<file path="config.mk">
export PLATFORM = sky130hd
export DESIGN_NAME = pr_dma_master
export DESIGN_NICKNAME = d
export VERILOG_FILES = /design/src/rtl/pr_dma_pkg.sv /design/src/rtl/pr_dma_regs.sv /design/src/rtl/pr_dma_master.sv
export SDC_FILE = /design/constraint.sdc
export NUM_CORES = 1
export LEC_CHECK = 0
export BUFFER_PORTS_ARGS = -buffer_cell sky130_fd_sc_hd__clkbuf_2
export CELL_PAD_IN_SITES_DETAIL_PLACEMENT = 1
export CELL_PAD_IN_SITES_GLOBAL_PLACEMENT = 1
export CORE_MARGIN = 3
export CORE_UTILIZATION = 40
export DETAILED_ROUTE_END_ITERATION = 6
export GPL_ROUTABILITY_DRIVEN = 1
export PLACE_DENSITY_LB_ADDON = 0.25
export RECOVER_POWER = 100
export SYNTH_ARGS = -nofsm -noshare
export SYNTH_HDL_FRONTEND = slang
export SYNTH_SLANG_ARGS = --single-unit
</file>
<file path="constraint.sdc">
create_clock -name Clk -period 2.2 [get_ports Clk]
set_input_delay 0.11 -clock Clk [delete_from_list [all_inputs] [get_ports Clk]]
set_output_delay 0.11 -clock Clk [all_outputs]
set_load 0.01 [all_outputs]
</file>
<file path="src/rtl/pr_dma_pkg.sv">
// Shared constants, state encoding and bus beat type for the processor-bus DMA master.
package pr_dma_pkg;

   localparam logic [1:0] REG_SRC  = 2'd0;
   localparam logic [1:0] REG_DST  = 2'd1;
   localparam logic [1:0] REG_LEN  = 2'd2;
   localparam logic [1:0] REG_CTRL = 2'd3;

   // CTRL write bits
   localparam int unsigned CTRL_START    = 0;
   localparam int unsigned CTRL_IE       = 1;
   localparam int unsigned CTRL_ABORT    = 2;
   localparam int unsigned CTRL_DONE_CLR = 3;
   // CTRL read bits
   localparam int unsigned CTRL_BUSY     = 0;
   localparam int unsigned CTRL_DONE     = 3;

   localparam logic [3:0]  PR_MASK_WORD  = 4'hF;
   localparam logic [31:0] ADDR_STEP     = 32'd4;

   typedef enum logic [1:0] {
      ST_IDLE  = 2'd0,
      ST_READ  = 2'd1,
      ST_WRITE = 2'd2
   } dmaState_e;

   typedef struct packed {
      logic [31:0] addr;
      logic [31:0] wData;
      logic [3:0]  mask;
      logic        write;
   } prBeat_t;

endpackage

</file>
<file path="src/rtl/pr_dma_regs.sv">
// Config register file: SRC/DST/LEN, IE/DONE flags, start/abort decode and read mux.
module pr_dma_regs
   import pr_dma_pkg::*;
#(
   parameter int unsigned LEN_W = 16
) (
   input  logic             Clk,
   input  logic             Rst,
   input  logic [1:0]       CfgAddr,
   input  logic [31:0]      CfgWData,
   input  logic             CfgWEn,
   output logic [31:0]      CfgRData,
   input  logic             busy,
   input  logic             xferDone,
   output logic [31:0]      srcAddr,
   output logic [31:0]      dstAddr,
   output logic [LEN_W-1:0] len,
   output logic             startGo_c,
   output logic             abort_c,
   output logic             ie,
   output logic             done
);

   logic [29:0] srcHi;
   logic [29:0] dstHi;
   logic        ctrlWr;
   logic        startReq;
   logic        doneSet;

   assign ctrlWr    = CfgWEn && (CfgAddr == REG_CTRL);
   assign abort_c   = ctrlWr && CfgWData[CTRL_ABORT];
   // ABORT wins over START; START is ignored while a copy is running
   assign startReq  = ctrlWr && CfgWData[CTRL_START] && !CfgWData[CTRL_ABORT] && !busy;
   assign startGo_c = startReq && (len != '0);
   assign doneSet   = xferDone || (startReq && (len == '0));

   assign srcAddr = {srcHi, 2'b00};
   assign dstAddr = {dstHi, 2'b00};

   always_ff @(posedge Clk or negedge Rst) begin
      if (!Rst) begin
         srcHi <= '0;
         dstHi <= '0;
         len   <= '0;
         ie    <= 1'b0;
         done  <= 1'b0;
      end else begin
         if (CfgWEn && !busy) begin
            case (CfgAddr)
               REG_SRC: srcHi <= CfgWData[31:2];
               REG_DST: dstHi <= CfgWData[31:2];
               REG_LEN: len   <= CfgWData[LEN_W-1:0];
               default: ;
            endcase
         end
         if (ctrlWr) ie <= CfgWData[CTRL_IE];
         // a completion on the same edge as DONE_CLR keeps DONE set
         if (doneSet) done <= 1'b1;
         else if (ctrlWr && CfgWData[CTRL_DONE_CLR]) done <= 1'b0;
      end
   end

   always_comb begin
      CfgRData = '0;
      case (CfgAddr)
         REG_SRC: CfgRData = srcAddr;
         REG_DST: CfgRData = dstAddr;
         REG_LEN: CfgRData = 32'(len);
         default: begin
            CfgRData[CTRL_BUSY] = busy;
            CfgRData[CTRL_IE]   = ie;
            CfgRData[CTRL_DONE] = done;
         end
      endcase
   end

endmodule

</file>
<file path="src/rtl/pr_dma_master.sv">
// Processor-bus DMA initiator: copies LEN words SRC->DST through the bridge, one read and one write per word.
module pr_dma_master
   import pr_dma_pkg::*;
#(
   parameter int unsigned LEN_W = 16
) (
   input  logic        Clk,
   input  logic        Rst,
   input  logic [1:0]  CfgAddr,
   input  logic [31:0] CfgWData,
   input  logic        CfgWEn,
   output logic [31:0] CfgRData,
   output logic        PrReq,
   input  logic        Gnt,
   output logic [31:0] PrAddr,
   output logic [31:0] PrWData,
   output logic [3:0]  PrMask,
   output logic        PrWrite,
   input  logic [31:0] PrRData,
   output logic        IRQ
);

   dmaState_e        state;
   dmaState_e        stateNext;
   logic [31:0]      curSrc;
   logic [31:0]      curDst;
   logic [LEN_W-1:0] cnt;
   logic [31:0]      rdBuf;
   logic [31:0]      srcAddr;
   logic [31:0]      dstAddr;
   logic [LEN_W-1:0] len;
   logic             startGo_c;
   logic             abort_c;
   logic             ie;
   logic             done;
   logic             busy;
   logic             lastBeat;
   logic             xferDone;
   prBeat_t          beat;

   assign busy     = (state != ST_IDLE);
   assign lastBeat = (state == ST_WRITE) && Gnt && (cnt == LEN_W'(1));
   assign xferDone = lastBeat && !abort_c;
   assign IRQ      = done && ie;

   pr_dma_regs #(.LEN_W(LEN_W)) uRegs (
      .Clk       (Clk),
      .Rst       (Rst),
      .CfgAddr   (CfgAddr),
      .CfgWData  (CfgWData),
      .CfgWEn    (CfgWEn),
      .CfgRData  (CfgRData),
      .busy      (busy),
      .xferDone  (xferDone),
      .srcAddr   (srcAddr),
      .dstAddr   (dstAddr),
      .len       (len),
      .startGo_c (startGo_c),
      .abort_c   (abort_c),
      .ie        (ie),
      .done      (done)
   );

   always_ff @(posedge Clk or negedge Rst) begin
      if (!Rst) state <= ST_IDLE;
      else      state <= stateNext;
   end

   always_comb begin
      stateNext = state;
      case (state)
         ST_IDLE:  if (startGo_c) stateNext = ST_READ;
         ST_READ: begin
            if (abort_c)  stateNext = ST_IDLE;
            else if (Gnt) stateNext = ST_WRITE;
         end
         ST_WRITE: begin
            if (abort_c)  stateNext = ST_IDLE;
            else if (Gnt) stateNext = lastBeat ? ST_IDLE : ST_READ;
         end
         default:  stateNext = ST_IDLE;
      endcase
   end

   // working copies; SRC/DST/LEN registers stay untouched so START can rerun the copy
   always_ff @(posedge Clk or negedge Rst) begin
      if (!Rst) begin
         curSrc <= '0;
         curDst <= '0;
         cnt    <= '0;
         rdBuf  <= '0;
      end else begin
         case (state)
            ST_IDLE: begin
               if (startGo_c) begin
                  curSrc <= srcAddr;
                  curDst <= dstAddr;
                  cnt    <= len;
               end
            end
            ST_READ:  if (Gnt) rdBuf <= PrRData;
            ST_WRITE: begin
               if (Gnt) begin
                  curSrc <= curSrc + ADDR_STEP;
                  curDst <= curDst + ADDR_STEP;
                  cnt    <= cnt - LEN_W'(1);
               end
            end
            default: ;
         endcase
      end
   end

   // nothing reaches the bus without a grant
   always_comb begin
      beat  = '0;
      PrReq = 1'b0;
      case (state)
         ST_READ: begin
            PrReq = 1'b1;
            if (Gnt) beat.addr = curSrc;
         end
         ST_WRITE: begin
            PrReq = 1'b1;
            if (Gnt) begin
               beat.addr  = curDst;
               beat.wData = rdBuf;
               beat.mask  = PR_MASK_WORD;
               beat.write = 1'b1;
            end
         end
         default: ;
      endcase
   end

   assign PrAddr  = beat.addr;
   assign PrWData = beat.wData;
   assign PrMask  = beat.mask;
   assign PrWrite = beat.write;

endmodule

</file>
==> impl_results.md <==
* Status: complete, but fails checks
* Failing checks: capacitance limit, slew limit
* Most common cell in the netlist: dfrtp_1
* Smallest setup slack after layout at 36.0 ps
* Hold crit path type: input pin to flop
* Chip height at 169 um
* Drt via density at 5.90
* CTS max path bufs at 2
* Layout cells sized above 1 at 30.6%
* Syn Area/Cell at 9.97 um^2
* Mapped Cells at 1061
* Hold_ws at 79.2 ps
* Die area at 28400 um^2
* DRC violations left at 0
* Layout area overhead at 28.1%
* Post-synth top area share at 44.5%
* Drt total wl at 37000 um
* Static Leakage at 0.00583 uW
* DP Wirelength at 24800 um
* Pre-antenna DRT Iters at 5
* Final hold viol count at 0
* Nets at 1384
* Critical path endpoint category: output port
* Distinct cells, synth at 63
* Worst EP required at 2090 ps
* Clock slew at reported path FFs at 80 ps
* Clk root buf: clkbuf_16
* Critical path peak fanout at 9
* Dominant synthesized flop cell: dfrtp_1
* GR Overflow Total at 0
* Place WS at 4.10 ps
* First-pass GRT wire length at 58200 um
* Initial antenna violation count at 0
* Mapped cell area at 10600 um^2
* Slew margin rel. at -7.33%
* Top cells by instance count after synthesis: dfrtp_1 (188), mux2_2 (107), a21oi_1 (84)
* Yosys warns at 0
* Port Buffers at 170
* CP Cell Sequence: ha_4, and2_4, buf_12, a22oi_1, nor2b_1, clkbuf_2
* CTS Buf Count at 17
* Worst setup endpoint: PrAddr[17]
* Drt wl/cell at 22.4 um
* Fin crit share at 98.4%
* Synth area leaders: dfrtp_1 (44%), mux2_2 (11%), a21oi_1 (4.0%)
* Initial Util at 41.3%
* Crit path from: state[1]
* Family with the most delay on the worst path: flip-flops
* Vias in the first global route at 10100
* Clk sinks at 188
* Setup Crit Path Kind: flop to output port
* Crit start category: flop
* FILL cells at 2849
* Post-synth EDFFs at 0
* Max IR drop VDD at 0.000801 V
* Minimum clock period at 2160 ps
* Die width at 169 um
* Cell Pwr Density at 1450 nW/um^2
* Max-Cap Viols at 1
* Largest net degree at the start of global routing at 170
* Worst skew pair latency at 440 ps
* Flop-to-flop setup slack at 60 ps
* Yosys top cell by area: dfrtp_1
* RSZ-0062 raised after global routing: true
* Reg-to-Reg End: curSrc[26]
* Critical Path Stages at 6
* Crit path arrival time at 2050 ps
* Crit path buf inv count at 2
* Placer Congestion at 0.830
* CTS tree: built
* Antenna diode count at 0
* Fmax at 462 MHz
* Worst slew pin tran at 1610 ps
* Final Setup Violations at 0
* Sequential-to-total area share from yosys stat at 44.5%
* FF+latch count, synth at 188
* Reg2Reg Depth at 6
* Final core utilization at 52.9%
* Asr flop ratio synth at 100%
* Post-DRT Antenna Nets at 0
* Row count at 58
* I/O pins at 173
* CP max stage cell: dfrtp_1
* Htree depth at 4
* Initial DRC count at 630
* Clock Skews at 12.3 ps
* Tot GR Track Use at 25.6%
* Core area at 25600 um^2
* Slowest stage delay, CP at 440 ps
* Via Count at 9727
* FF-to-FF Start: curSrc[2]
* Max-slew violations at 53
## logic make-up (layout without fill, tap and decap cells)
logic type | Yosys count | after routing | synth area share [%]
other cells | 1 | 2 | 0.0354
mux | 147 | 147 | 15.3
buf+inv | 106 | 362 | 4.96
fa+ha+maj | 8 | 8 | 0.946
flops | 188 | 188 | 44.5
compound gates | 279 | 279 | 16.8
simple gates | 332 | 333 | 17.5
## report_power, final
group          leakage, uW  total [uW]  internal [uW]  switching (uW)
sequential         0.00223        7180           5240            1940
clock             0.000299        3330           1760            1560
combinational      0.00331        9170           4300            4870
total              0.00583       19700          11300            8370
## cells in the final DEF (no fill, tap or decap), types with 3 or more instances in the layout
master         count
nor4_1             7
ha_1               5
nor2b_1           32
nand2_1           77
o22ai_1           26
buf_4             57
nand3_1           42
dfrtp_1          186
a22oi_1           28
nor3_2             5
clkbuf_1          32
a31oi_1            7
o31ai_1            3
clkbuf_16         19
nor4_4             4
mux2i_1           38
a22oi_2            7
and2_1             7
nand4_1           28
inv_8              5
dlygate4sd3_1     65
buf_6              3
nor3_1             7
and3_1            39
nand4b_1           3
clkbuf_2         141
o32ai_1            3
buf_12            11
a21oi_1           82
nor2_1            48
o211ai_1           6
o21ai_0           58
nand2b_1           8
a2bb2oi_1         28
mux2_2           107
inv_1             15
o22a_1            11
## per-layer routing
layer  track usage [%]  share of wire (%)  vias up
met4              5.69                1.1        0
li1                  -                  -     4426
met5                 0                  0        -
met2              41.1                 47      294
met1              36.9                 46     4975
met3              3.95                5.7       32
## state kept, by name, indices dropped and copies added, names as in the netlist
register and flops:
rdBuf 32, uRegs.done 1, uRegs.dstHi 30, uRegs.ie 1, curSrc 30, state 2
uRegs.len 16, uRegs.srcHi 30, curDst 30, cnt 16
## layout make-up
| class | count | area (um^2) | share of cell area (%) |
|---|---|---|---|
| multi-input combinational | 769 | 5500 | 40.6 |
| sequential | 188 | 4710 | 34.7 |
| timing repair buffer | 313 | 2240 | 16.6 |
| clock buffer | 18 | 439 | 3.24 |
| tap | 330 | 413 | 3.05 |
| clock inverter | 14 | 179 | 1.32 |
| inverter | 17 | 63.8 | 0.471 |
## worst register-to-register path: cells and delay by family (launching register included)
| family | cells | cell delay (ps) |
|---|---|---|
| AO/OA/AOI/OAI | 2 | 340 |
| adder cells (fa/ha/maj) | 1 | 290 |
| flip-flops | 1 | 490 |
| AND/OR/NAND/NOR | 3 | 930 |
## stage by stage
stage          power, uW  instances  setup TNS (ps)  instance area (um^2)
3_3_place_gp       15300       1543          -0.325                 12100
3_5_place_dp       15700       1543               0                 12100
5_1_grt            21000       1649           -99.1                 13500
4_1_cts            19400       1645               0                 13500
2_1_floorplan      12500       1062               0                 10600
6_report           19700       1649               0                 13500
## worst min path at each step
stage                start         endpoint  slack [ps]  cells past startpoint
floorplan              Rst           cnt[0]        -190                      0
global placement       Rst  uRegs.dstHi[21]         130                      1
detailed placement     Rst  uRegs.dstHi[21]         130                      1
CTS                 CfgWEn       uRegs.done          60                      4
global route        CfgWEn       uRegs.done          70                      4
finish              CfgWEn       uRegs.done          80                      4
## what timing repair did
action,CTS,global route
hold buffers,65,0
gates resized for setup,10,21
endpoints found under the setup margin,34,68
cloned,2,2
pin swaps,0,1
endpoints found under the hold margin,158,0
setup buffers,3,2
Power figures use the tool's default switching activity.
